<file path="config.mk">
export PLATFORM = sky130hd
export DESIGN_NAME = eth_rx
export DESIGN_NICKNAME = d
export VERILOG_FILES = /design/src/rtl/eth_rx.sv
export SDC_FILE = /design/constraint.sdc
export NUM_CORES = 1
export LEC_CHECK = 0
export BUFFER_PORTS_ARGS = -buffer_cell sky130_fd_sc_hd__buf_2
export CAP_MARGIN = 20
export CORE_MARGIN = 2
export CORE_UTILIZATION = 50
export CTS_CLUSTER_DIAMETER = 120
export DETAILED_ROUTE_END_ITERATION = 7
export GPL_TIMING_DRIVEN = 0
export PLACE_DENSITY = 0.67
export SYNTH_ARGS = -nofsm -noshare
export SYNTH_HDL_FRONTEND = slang
export SYNTH_SLANG_ARGS = --single-unit
</file>
<file path="constraint.sdc">
create_clock -name clk_mac -period 4.6 [get_ports clk_mac]
set_input_delay 0.46 -clock clk_mac [delete_from_list [all_inputs] [get_ports clk_mac]]
set_output_delay 0.46 -clock clk_mac [all_outputs]
set_load 0.05 [all_outputs]
</file>
<file path="src/rtl/eth_rx.sv">
// RMII receive front end: dibit assembly, preamble/SFD hunt, CRC-32 residue check
// and a 5-byte delay line that strips the FCS before bytes reach the consumer.
module eth_rx #(
    parameter int MAX_LEN = 1518
) (
    input  logic        clk_mac,
    input  logic        rst,
    input  logic        eth_crsdv,
    input  logic [1:0]  eth_rxd,
    output logic        rx_vld,
    output logic [7:0]  rx_dat,
    output logic        rx_sof,
    output logic        rx_eof,
    output logic        rx_err,
    output logic [10:0] rx_len
);
    localparam logic [2:0]  S_SYNC  = 3'd0;
    localparam logic [2:0]  S_IDLE  = 3'd1;
    localparam logic [2:0]  S_PRE   = 3'd2;
    localparam logic [2:0]  S_DATA  = 3'd3;
    localparam logic [2:0]  S_DROP  = 3'd4;
    localparam logic [31:0] CRC_RESIDUE = 32'hDEBB20E3;
    localparam logic [10:0] MAX_LEN_W   = 11'(MAX_LEN);

    logic [2:0]  r_state;
    logic        r_crs_q;
    logic [1:0]  r_pend_d;
    logic [7:0]  r_sh;
    logic [1:0]  r_idx;
    logic [7:0]  r_fifo [0:4];
    logic [2:0]  r_cnt;
    logic [10:0] r_bytes;
    logic [31:0] r_crc;
    logic        r_first;

    logic        w_eoc;
    logic        w_bad;
    logic        w_done;
    logic [7:0]  w_byte;
    logic [7:0]  w_sh;
    logic [1:0]  w_idx;

    function automatic logic [31:0] crc_byte(input logic [31:0] c, input logic [7:0] b);
        logic [31:0] r;
        r = c;
        for (int i = 0; i < 8; i++)
            r = (r[0] ^ b[i]) ? ((r >> 1) ^ 32'hEDB88320) : (r >> 1);
        return r;
    endfunction

    assign w_eoc = !eth_crsdv && !r_crs_q;
    assign w_bad = (r_crc != CRC_RESIDUE) || (r_bytes < 11'd64) ||
                   (r_bytes > MAX_LEN_W) || (r_idx != 2'd0);

    // A low CRS_DV sample is held back one clock: if the carrier returns, that
    // dibit is folded in together with the current one; if not, it is dropped.
    always_comb begin
        w_sh   = r_sh;
        w_idx  = r_idx;
        w_done = 1'b0;
        w_byte = 8'h00;
        if (r_state == S_DATA && eth_crsdv) begin
            if (!r_crs_q) begin
                w_sh = {r_pend_d, w_sh[7:2]};
                if (w_idx == 2'd3) begin
                    w_done = 1'b1;
                    w_byte = w_sh;
                end
                w_idx = w_idx + 2'd1;
            end
            w_sh = {eth_rxd, w_sh[7:2]};
            if (w_idx == 2'd3) begin
                w_done = 1'b1;
                w_byte = w_sh;
            end
            w_idx = w_idx + 2'd1;
        end
    end

    always_ff @(posedge clk_mac) begin
        r_pend_d <= eth_rxd;
        if (rst) begin
            r_state <= S_SYNC;
            r_crs_q <= 1'b1;
            r_idx   <= 2'd0;
            r_cnt   <= 3'd0;
            r_bytes <= 11'd0;
            r_crc   <= 32'hFFFFFFFF;
            r_first <= 1'b0;
            rx_vld  <= 1'b0;
            rx_dat  <= 8'h00;
            rx_sof  <= 1'b0;
            rx_eof  <= 1'b0;
            rx_err  <= 1'b0;
            rx_len  <= 11'd0;
        end else begin
            r_crs_q <= eth_crsdv;
            rx_vld  <= 1'b0;
            rx_sof  <= 1'b0;
            rx_eof  <= 1'b0;
            rx_err  <= 1'b0;
            rx_len  <= 11'd0;
            case (r_state)
                S_SYNC, S_DROP: if (w_eoc) r_state <= S_IDLE;
                S_IDLE: begin
                    if (eth_crsdv && eth_rxd == 2'b01) begin
                        r_state <= S_PRE;
                        r_crc   <= 32'hFFFFFFFF;
                        r_bytes <= 11'd0;
                        r_cnt   <= 3'd0;
                        r_idx   <= 2'd0;
                    end
                end
                S_PRE: begin
                    if (w_eoc) begin
                        r_state <= S_IDLE;
                    end else if (eth_crsdv) begin
                        if (eth_rxd == 2'b11) begin
                            r_state <= S_DATA;
                            r_idx   <= 2'd0;
                            r_first <= 1'b1;
                        end else if (eth_rxd == 2'b10) begin
                            r_state <= S_DROP;
                        end
                    end
                end
                S_DATA: begin
                    if (w_eoc) begin
                        // The four bytes still behind the oldest one are the FCS.
                        if (r_cnt == 3'd5) begin
                            rx_vld <= 1'b1;
                            rx_dat <= r_fifo[0];
                            rx_sof <= r_first;
                            rx_eof <= 1'b1;
                            rx_err <= w_bad;
                            rx_len <= r_bytes - 11'd4;
                        end
                        r_cnt   <= 3'd0;
                        r_state <= S_IDLE;
                    end else begin
                        r_sh  <= w_sh;
                        r_idx <= w_idx;
                        if (w_done) begin
                            r_crc <= crc_byte(r_crc, w_byte);
                            if (r_bytes != 11'h7FF) r_bytes <= r_bytes + 11'd1;
                            if (r_cnt == 3'd5) begin
                                rx_vld    <= 1'b1;
                                rx_dat    <= r_fifo[0];
                                rx_sof    <= r_first;
                                r_first   <= 1'b0;
                                r_fifo[0] <= r_fifo[1];
                                r_fifo[1] <= r_fifo[2];
                                r_fifo[2] <= r_fifo[3];
                                r_fifo[3] <= r_fifo[4];
                                r_fifo[4] <= w_byte;
                            end else begin
                                r_fifo[r_cnt] <= w_byte;
                                r_cnt         <= r_cnt + 3'd1;
                            end
                        end
                    end
                end
                default: r_state <= S_SYNC;
            endcase
        end
    end
endmodule

</file>
==> results of run 1 <==
==> placed cells by master, fill, tap and decap left out, types with 4 or more instances in the layout <==
cell type and count:
o22a_1 11, nor2b_1 4, nor2_1 60, nand2_1 41, and3_1 8, nand3b_1 5
ha_1 8, dfxtp_1 78, edfxtp_1 46, xor3_1 4, o21ai_0 14, clkbuf_1 22
nand3_1 9, nor3_1 12, clkbuf_16 17, xor2_1 18, clkinvlp_4 4, nand2b_1 5
a21oi_1 16, o22ai_1 12, xnor3_1 13, mux2_2 37, buf_2 35, xnor2_1 47
nand4bb_1 4, mux2i_1 14, a31oi_1 5, nand4_1 7, nor2_2 4, inv_1 10
==> cells by family after synthesis <==
kind of cell | after synthesis | synth area share
compound gates | 86 | 0.09254
xor+xnor | 89 | 0.1696
fa+ha+maj | 8 | 0.01526
buf+inv | 44 | 0.02843
flops | 124 | 0.4488
mux | 53 | 0.09178
simple gates | 188 | 0.1536
==> metrics by stage <==
stage | instance area [um^2] | util | instances | power (mW) | hold WS (ns)
6_report | 7462 | 0.5865 | 823 | 2.505 | 0.2722
5_1_grt | 7462 | 0.5865 | 823 | 2.590 | 0.2653
4_1_cts | 7462 | 0.5865 | 823 | 2.519 | 0.2581
3_5_place_dp | 6908 | 0.5430 | 791 | 1.283 | 0.4542
3_3_place_gp | 6903 | 0.5426 | 790 | 1.280 | 0.4639
2_1_floorplan | 6558 | - | 592 | 1.255 | 0.4303
==> routing by layer <==
metal  wire, um  up-vias  GRT usage
met1       6831     2194     0.3017
li1           -     2217          -
met3        757       37    0.05019
met4        454        0     0.1183
met2       6634      130     0.3312
met5          0        -          0
==> power groups by stage <==
stage	Combinational [mW]	Sequential (mW)	Clock (mW)
2_1_floorplan	0.0914	1.16	0
6_report	0.121	1.14	1.24
4_1_cts	0.119	1.14	1.26
3_3_place_gp	0.115	1.16	0
3_5_place_dp	0.119	1.16	0
5_1_grt	0.133	1.14	1.31
==> registers in the layout, indices dropped and copies added (netlist names) <==
signal / flops
r_first: 1
rx_sof: 1
r_crs_q: 1
r_bytes: 11
r_fifo: 40
r_crc: 32
r_state: 3
r_sh: 6
rx_err: 1
rx_dat: 8
r_idx: 2
r_pend_d: 2
rx_eof: 1
r_cnt: 3
rx_vld: 1
rx_len: 11
==> critical path, stage by stage, from the launching register on <==
cell and delay [ns]:
dfxtp_1 0.35, buf_4 0.17, clkbuf_1 0.45, mux2_2 0.41, ha_1 0.22, buf_2 0.18
nand4bb_1 0.25, a21oi_2 0.47, mux2i_4 0.17, xnor2_4 0.43, xnor2_2 0.24, xnor3_1 0.45
o22a_1 0.19
==> final timing paths <==
check | from | end | slack (ns) | cells past startpoint
min reg2reg | r_first$_SDFFE_PP0P_ | rx_sof$_SDFF_PP0_ | 0.47 | 1
min | eth_rxd[0] | r_pend_d[0]$_DFF_P_ | 0.27 | 1
max reg2reg | r_crs_q$_SDFF_PP1_ | r_crc[26]$_SDFFE_PP1P_ | 0.50 | 12
max | r_crs_q$_SDFF_PP1_ | r_crc[26]$_SDFFE_PP1P_ | 0.50 | 12
==> cells in the mapped netlist (9+ instances only) <==
cell type / number / area (um^2)
o21ai_0: 14 / 70.07
nor3_1: 12 / 60.06
xnor3_1: 13 / 292.8
clkbuf_1: 21 / 78.83
a21oi_1: 16 / 80.08
o22ai_1: 12 / 75.07
nand2_1: 41 / 153.9
xor2_1: 18 / 157.7
edfxtp_1: 46 / 1381
xnor2_1: 47 / 411.6
nor2_1: 60 / 225.2
inv_1: 10 / 37.54
mux2_2: 37 / 416.7
nand3_1: 9 / 45.04
mux2i_1: 14 / 140.1
o22a_1: 11 / 96.34
dfxtp_1: 78 / 1562
==> area by class of cell <==
| type | instances | area, um^2 |
|---|---|---|
| fill | 1100 | 5260 |
| multi-input combinational | 424 | 3428 |
| inverter | 10 | 37.54 |
| tap | 172 | 215.2 |
| timing repair buffer | 27 | 135.1 |
| buffer | 34 | 148.9 |
| clock buffer | 20 | 456.7 |
| sequential | 124 | 2943 |
| clock inverter | 12 | 97.59 |
==> results.cfg, run 1 <==
[run_status]
status = finished clean

[global_routing]
grt_max_degree = 17
grt_pass1_vias = 4543
grt_first_pass_wirelength_um = 23980
grt-ovfl-total = 0
grt_usage = 0.2224
antenna_found_initial = 0

[sta]
worstMarginPinSlew_ns = 0.9861
fin_ws_ns = 0.5035
fmaxAchievable_mhz = 244.1
period_minus_slack_ns = 4.097
clock_skew_ns = 0.01038
hold_viol = 0
rsz0062_at_grt = false
post-route-period-util = 0.8905
setup_tns_ns = 0
relSlewSlack = 0.3386
setup_viol = 0
slew_violations = 0

[detailed_routing]
wire_per_inst_um = 17.83
ant_nets = 0
vias = 4578
via_per_inst = 5.563
first_pass_iters = 4
routed_wirelength_um = 14680
drc = 0
first_iter_violations = 303

[cells_and_area]
layout-area-overhead-vs-synth_pct = 13.80
nets = 651
drive_gt1_frac = 0.2058
antenna_cells = 0

[power]
clockPowerShare = 0.496
power.density_nw_per_um2 = 335.7
intPower_mw = 1.945
pwr-share-seq = 0.456
p_sw_frac = 0.2235
switchingPower_mw = 0.5598
vdd_drop_max_v = 0.0002235
p_leak_nw = 2.855
power_frac_comb = 0.048

[setup_path]
cp-start-kind = flip-flop
worstSetupPathType = reg -> reg
crit_arrival_ns = 4.41
cp.required_ns = 4.91
cp-end-kind = flip-flop
cp_max_fo = 10

[clock_network]
cts_tree = yes
cts_root_buffer = clkbuf_16
clk_pin_slew_worst_paths_ns = 0.06
ctsResizeCount = 0
htree_num_levels = 4
cts_inserted_buffers = 17
clock-sinks = 124
cts-hold-fix-buffers = 0
clock_path_buffers = 2
cts_setup_buffers = 0
clk_latency_ns = 0.42

[placed_design]
routabilityCongestion = 0.8848
dp_hpwl_um = 10380
io_buffers = 26
dp_slack_ns = 0.5254

[synthesis]
synthArstFlopShare = 0
synth_nets = 605
ys_seq_area_frac = 0.4488
synth_area_um2 = 6558
ys_ff_latch = 124
netlist_instances = 592
ys_warn_count = 0
syn_avg_cell_area_um2 = 11.08
synth.distinct_cells = 69
synth_edf_count = 46
synth_top_flop_cell = dfxtp_1

[die]
rows = 41
die_h_um = 118.5
die_w_um = 118.5
coreArea_um2 = 12720
dieArea_um2 = 14050
ios = 28
floorplan.initialDensity = 0.5154

[job]
drv_cap = 0

[hold_path]
hp-class = in -> reg
Note: power is estimated with default switching activity, not from simulation.
==> run 2, diff against run 1 <==
--- a/config.mk
+++ b/config.mk
@@ -12,7 +12,7 @@
 export CTS_CLUSTER_DIAMETER = 120
 export DETAILED_ROUTE_END_ITERATION = 7
 export GPL_TIMING_DRIVEN = 0
-export PLACE_DENSITY = 0.67
+export PLACE_DENSITY = 0.64
 export SYNTH_ARGS = -nofsm -noshare
 export SYNTH_HDL_FRONTEND = slang
 export SYNTH_SLANG_ARGS = --single-unit
==> run 2 against run 1 <==
Critical path type unchanged. Die area did not move. Non-clock buffer count did not move. First-iteration DRC count rose by 4.0%. Largest power group unchanged. Core utilization rose by 0.059 points. Largest cell class unchanged. Clock-buffer cell count rose by 5. Final cell count did not move.
==> results.cfg, run 2 (synthesis results as in run 1) <==
[run_status]
status = finished clean

[die]
rows = 41
coreArea_um2 = 12720
ios = 28
die_w_um = 118.5
floorplan.initialDensity = 0.5154
dieArea_um2 = 14050
die_h_um = 118.5

[cells_and_area]
final_common_cell = dfxtp_1
instances_no_fill = 823
multi_input_area_um2 = 3428
register_area_um2 = 2943
nFillCells = 1112
regMostFlops = r_fifo
layout-area-overhead-vs-synth_pct = 13.91
biggestRegsByFlops = r_fifo: 40 flops, r_crc: 32 flops
antenna_cells = 0
largest_register_ffs = 40
drive_gt1_frac = 0.2012
final_cell_mix = 78 x dfxtp_1, 60 x nor2_1, 47 x xnor2_1
nets = 651

[sta]
rsz0062_at_grt = false
clock_skew_ns = 0.005876
fmaxAchievable_mhz = 240.1
setup_viol = 0
worstMarginPinSlew_ns = 1.002
post-route-period-util = 0.9053
setup_tns_ns = 0
relSlewSlack = 0.3281
slew_violations = 0
period_minus_slack_ns = 4.164
hold_viol = 0

[setup_path]
rr_startpoint = r_crs_q$_SDFF_PP1_
crit_arrival_ns = 4.47
reg2reg_depth = 12
startpoint = r_crs_q$_SDFF_PP1_
cp-start-kind = flip-flop
cp_max_fo = 10
cp-end-kind = flip-flop
worstSetupPathType = reg -> reg
cp.required_ns = 4.90

[clock_network]
cts_setup_buffers = 0
cts_tree = yes
ctsResizeCount = 0
clk_pin_slew_worst_paths_ns = 0.05
cts-hold-fix-buffers = 0
cts_inserted_buffers = 17
htree_num_levels = 4
cts_root_buffer = clkbuf_16
clock_path_buffers = 2
clock-sinks = 124
clk_latency_ns = 0.41

[detailed_routing]
first_pass_iters = 4
via_per_inst = 5.457
wire_per_inst_um = 17.56
first_iter_violations = 315
routed_wirelength_um = 14450
vias = 4491
drc = 0
ant_nets = 0

[placed_design]
place_inst = 791
dp_hpwl_um = 10150
routabilityCongestion = 0.8848
io_buffers = 26

[hold_path]
hold_start = eth_rxd[0]
hp-class = in -> reg
hold_depth = 1

[job]
drv_cap = 0

[global_routing]
grt_max_degree = 17
grt-ovfl-total = 0
grt_usage = 0.2182
grt_pass1_vias = 4422
antenna_found_initial = 0
grt_first_pass_wirelength_um = 23750

[power]
vdd_drop_max_v = 0.0002361
power.density_nw_per_um2 = 336.4
p_leak_nw = 2.868
[run 2: path summary, 6_finish.rpt]
kind                             to  slack, ns
max          r_crc[26]$_SDFFE_PP1P_       0.44
min             r_pend_d[0]$_DFF_P_       0.28
min reg2reg  rx_dat[0]$_SDFFE_PP0P_       0.49
max reg2reg  r_crc[26]$_SDFFE_PP1P_       0.44
[run 2: worst max-delay path, stage by stage, from the launching register on]
cell and delay (ns):
dfxtp_1 0.36, buf_4 0.18, clkbuf_1 0.44, mux2_2 0.40
ha_1 0.20, buf_2 0.18, nand4bb_1 0.26, a21oi_2 0.50
mux2i_4 0.17, xnor2_4 0.45, xnor2_2 0.24, xnor3_1 0.47
o22a_1 0.19
[run 2: area by class of cell]
class / instances / area share
Clock buffer: 25 / 0.07069
Inverter: 10 / 0.005025
Sequential cell: 124 / 0.3940
Clock inverter: 7 / 0.004523
Tap cell: 172 / 0.02881
Multi-Input combinational cell: 424 / 0.4590
Timing Repair Buffer: 27 / 0.01809
Buffer: 34 / 0.01993
[run 2: through the flow]
step                setup WS, ns  hold slack [ns]  total power [mW]    util  instance area (um^2)
floorplan                  1.171           0.4303             1.255       -                  6558
global placement          0.5168           0.4637             1.281  0.5426                  6903
detailed placement        0.5319           0.4839             1.284  0.5430                  6908
CTS                       0.4557           0.2612             2.536  0.5871                  7470
global route              0.1943           0.2749             2.604  0.5871                  7470
finish                    0.4357           0.2824             2.513  0.5871                  7470
[run 2: report_power, final]
part	total, mW	switching [mW]	leakage, nW	internal, mW
sequential	1.14	0.00504	1.04	1.14
combinational	0.121	0.0756	1.55	0.0456
clock	1.25	0.463	0.276	0.787
[run 2: metal layers]
layer | global-route usage | wire length (um) | vias to the layer above
met1 | 0.2983 | 7010 | 2179
met4 | 0.08780 | 320 | 0
met2 | 0.3355 | 6607 | 90
met5 | 0 | 0 | -
li1 | - | - | 2201
met3 | 0.04923 | 509 | 21
==> run 3, diff against run 2 <==
--- a/config.mk
+++ b/config.mk
@@ -12,7 +12,7 @@
 export CTS_CLUSTER_DIAMETER = 120
 export DETAILED_ROUTE_END_ITERATION = 7
 export GPL_TIMING_DRIVEN = 0
-export PLACE_DENSITY = 0.64
+export PLACE_DENSITY = 0.68
 export SYNTH_ARGS = -nofsm -noshare
 export SYNTH_HDL_FRONTEND = slang
 export SYNTH_SLANG_ARGS = --single-unit
==> run 3 against run 2 <==
Global-route usage increased by 0.58 points. Critical path depth unchanged. Combinational power about the same. Clock-buffer cell count decreased by 1. Register-to-register slack got worse by 0.07 ns. Sequential power about the same. Worst setup slack got worse by 0.072 ns. Worst hold slack got worse by 0.019 ns. Sequential share of layout area decreased by 0.066 points. Wire length increased by 3.4%. Clock skew increased by 0.0023 ns. Power increased by 2.1%.
==> results.cfg, run 3 (synthesis results as in run 1) <==
[run_status]
status = finished clean

[cells_and_area]
biggestRegsByFlops = r_fifo: 40 flops, r_crc: 32 flops
register_area_um2 = 2943
fin_area_um2 = 7482
final_common_cell = dfxtp_1
antenna_cells = 0
layout-area-overhead-vs-synth_pct = 14.10
drive_gt1_frac = 0.2012
regMostFlops = r_fifo
largest_register_ffs = 40
fin_util = 0.5881
nFillCells = 1107
multi_input_area_um2 = 3428
final_cell_mix = 78 x dfxtp_1, 60 x nor2_1, 47 x xnor2_1
nets = 651

[setup_path]
rr_startpoint = r_crs_q$_SDFF_PP1_
ff2ff_setup_slack_ns = 0.36
cp_max_fo = 10
r2r-end = r_crc[26]$_SDFFE_PP1P_
worstSetupPathType = reg -> reg
crit_chain = buf_4 > clkbuf_1 > mux2_2 > ha_1 > buf_2 > nand4bb_1 > a21oi_2 > mux2i_4 > xnor2_4 > xnor2_2 > xnor3_1 > o22a_1
reg2reg_depth = 12
max_stage_delay_ns = 0.56
cp-end-kind = flip-flop
cp.required_ns = 4.92
cp-start-kind = flip-flop
crit_slowest_cell = a21oi_2
crit_arrival_ns = 4.55

[die]
dieArea_um2 = 14050
die_w_um = 118.5
coreArea_um2 = 12720
rows = 41
ios = 28
floorplan.initialDensity = 0.5154
die_h_um = 118.5

[sta]
fin_ws_ns = 0.3640
hold_viol = 0
period_minus_slack_ns = 4.236
post-route-period-util = 0.9209
fmaxAchievable_mhz = 236.1
rsz0062_at_grt = false
worstMarginPinSlew_ns = 1.024
clock_skew_ns = 0.008142
slew_violations = 0
relSlewSlack = 0.3133
setup_tns_ns = 0
setup_viol = 0

[detailed_routing]
vias = 4600
drc = 0
routed_wirelength_um = 14950
via_per_inst = 5.589
wire_per_inst_um = 18.16
first_iter_violations = 469
ant_nets = 0
first_pass_iters = 5

[global_routing]
grt_max_degree = 17
grt-ovfl-total = 0
grt_pass1_vias = 4500
grt_first_pass_wirelength_um = 24160
grt_usage = 0.2240
antenna_found_initial = 0

[clock_network]
ctsResizeCount = 0
clk_pin_slew_worst_paths_ns = 0.05
cts_inserted_buffers = 17
clock_path_buffers = 2
clock-sinks = 124
htree_num_levels = 4
cts_root_buffer = clkbuf_16
cts_setup_buffers = 0
cts-hold-fix-buffers = 0
clk_latency_ns = 0.43
cts_tree = yes

[hold_path]
hp-class = in -> reg
hold_start = eth_rxd[0]
hold_depth = 1
holdPathEnd = r_pend_d[0]$_DFF_P_

[power]
power.density_nw_per_um2 = 342.9
vdd_drop_max_v = 0.0002552
fin_total_pwr_mw = 2.566
p_leak_nw = 2.871

[placed_design]
dp_slack_ns = 0.4595
placed_cell_area_um2 = 6903
dp_hpwl_um = 10400
routabilityCongestion = 0.9130
io_buffers = 26

[job]
drv_cap = 0
==> run 3: cell count changes in the layout (fill, tap and decap cells not counted) <==
cell and change:
bufinv_16 +2, clkinv_1 -1, clkbuf_16 -2, buf_2 -1
clkbuf_1 +1, clkbuf_4 +1
==> run 3: per-layer routing <==
layer	GRT usage	wire [um]	share of wire	vias to the layer above
met5	0	0	0	-
met4	0.07664	280	0.019	0
met3	0.06515	925	0.062	25
met2	0.3416	6882	0.46	149
met1	0.3048	6857	0.46	2221
li1	-	-	-	2205
==> run 3: area by class of cell <==
type,instances,share of cell area
clock inverters,8,0.01204
flip-flops and latches,124,0.3933
repair buffers,27,0.01839
inverters,10,0.005017
plain buffers,34,0.01990
clock buffers,24,0.06438
well taps,172,0.02876
multi-input cells,424,0.4582
==> run 3: critical path: cells and delay by family, from the launching register on <==
family | cells | cell delay (ns)
DFF | 1 | 0.36
muxes | 2 | 0.57
buffers and inverters | 3 | 0.81
AOI/OAI and AO/OA | 2 | 0.74
and+or+nand+nor | 1 | 0.26
xor gates and xnor gates | 3 | 1.16
adders and majority gates | 1 | 0.21
==> run 3: metrics by stage <==
stage,hold WS [ns],std cells
after floorplan,0.4303,592
after global placement,0.4608,790
after detailed placement,0.4542,790
after CTS,0.2460,822
after global routing,0.2569,823
final,0.2631,823
==> run 3: worst max path at each step <==
stage | startpoint | endpoint | slack (ns) | cells past startpoint
2_1_floorplan | r_crs_q$_SDFF_PP1_ | r_crc[19]$_SDFFE_PP1P_ | 1.17 | 12
3_3_place_gp | r_crs_q$_SDFF_PP1_ | r_crc[26]$_SDFFE_PP1P_ | 0.53 | 12
3_5_place_dp | r_crs_q$_SDFF_PP1_ | r_crc[26]$_SDFFE_PP1P_ | 0.46 | 12
4_1_cts | r_crs_q$_SDFF_PP1_ | r_crc[26]$_SDFFE_PP1P_ | 0.43 | 12
5_1_grt | r_crs_q$_SDFF_PP1_ | r_crc[26]$_SDFFE_PP1P_ | 0.22 | 12
6_report | r_crs_q$_SDFF_PP1_ | r_crc[26]$_SDFFE_PP1P_ | 0.36 | 12
==> run 3: where the power goes <==
group,switching [mW],internal [mW]
sequential,0.00473,1.14
clock,0.471,0.832
combinational,0.0753,0.0456
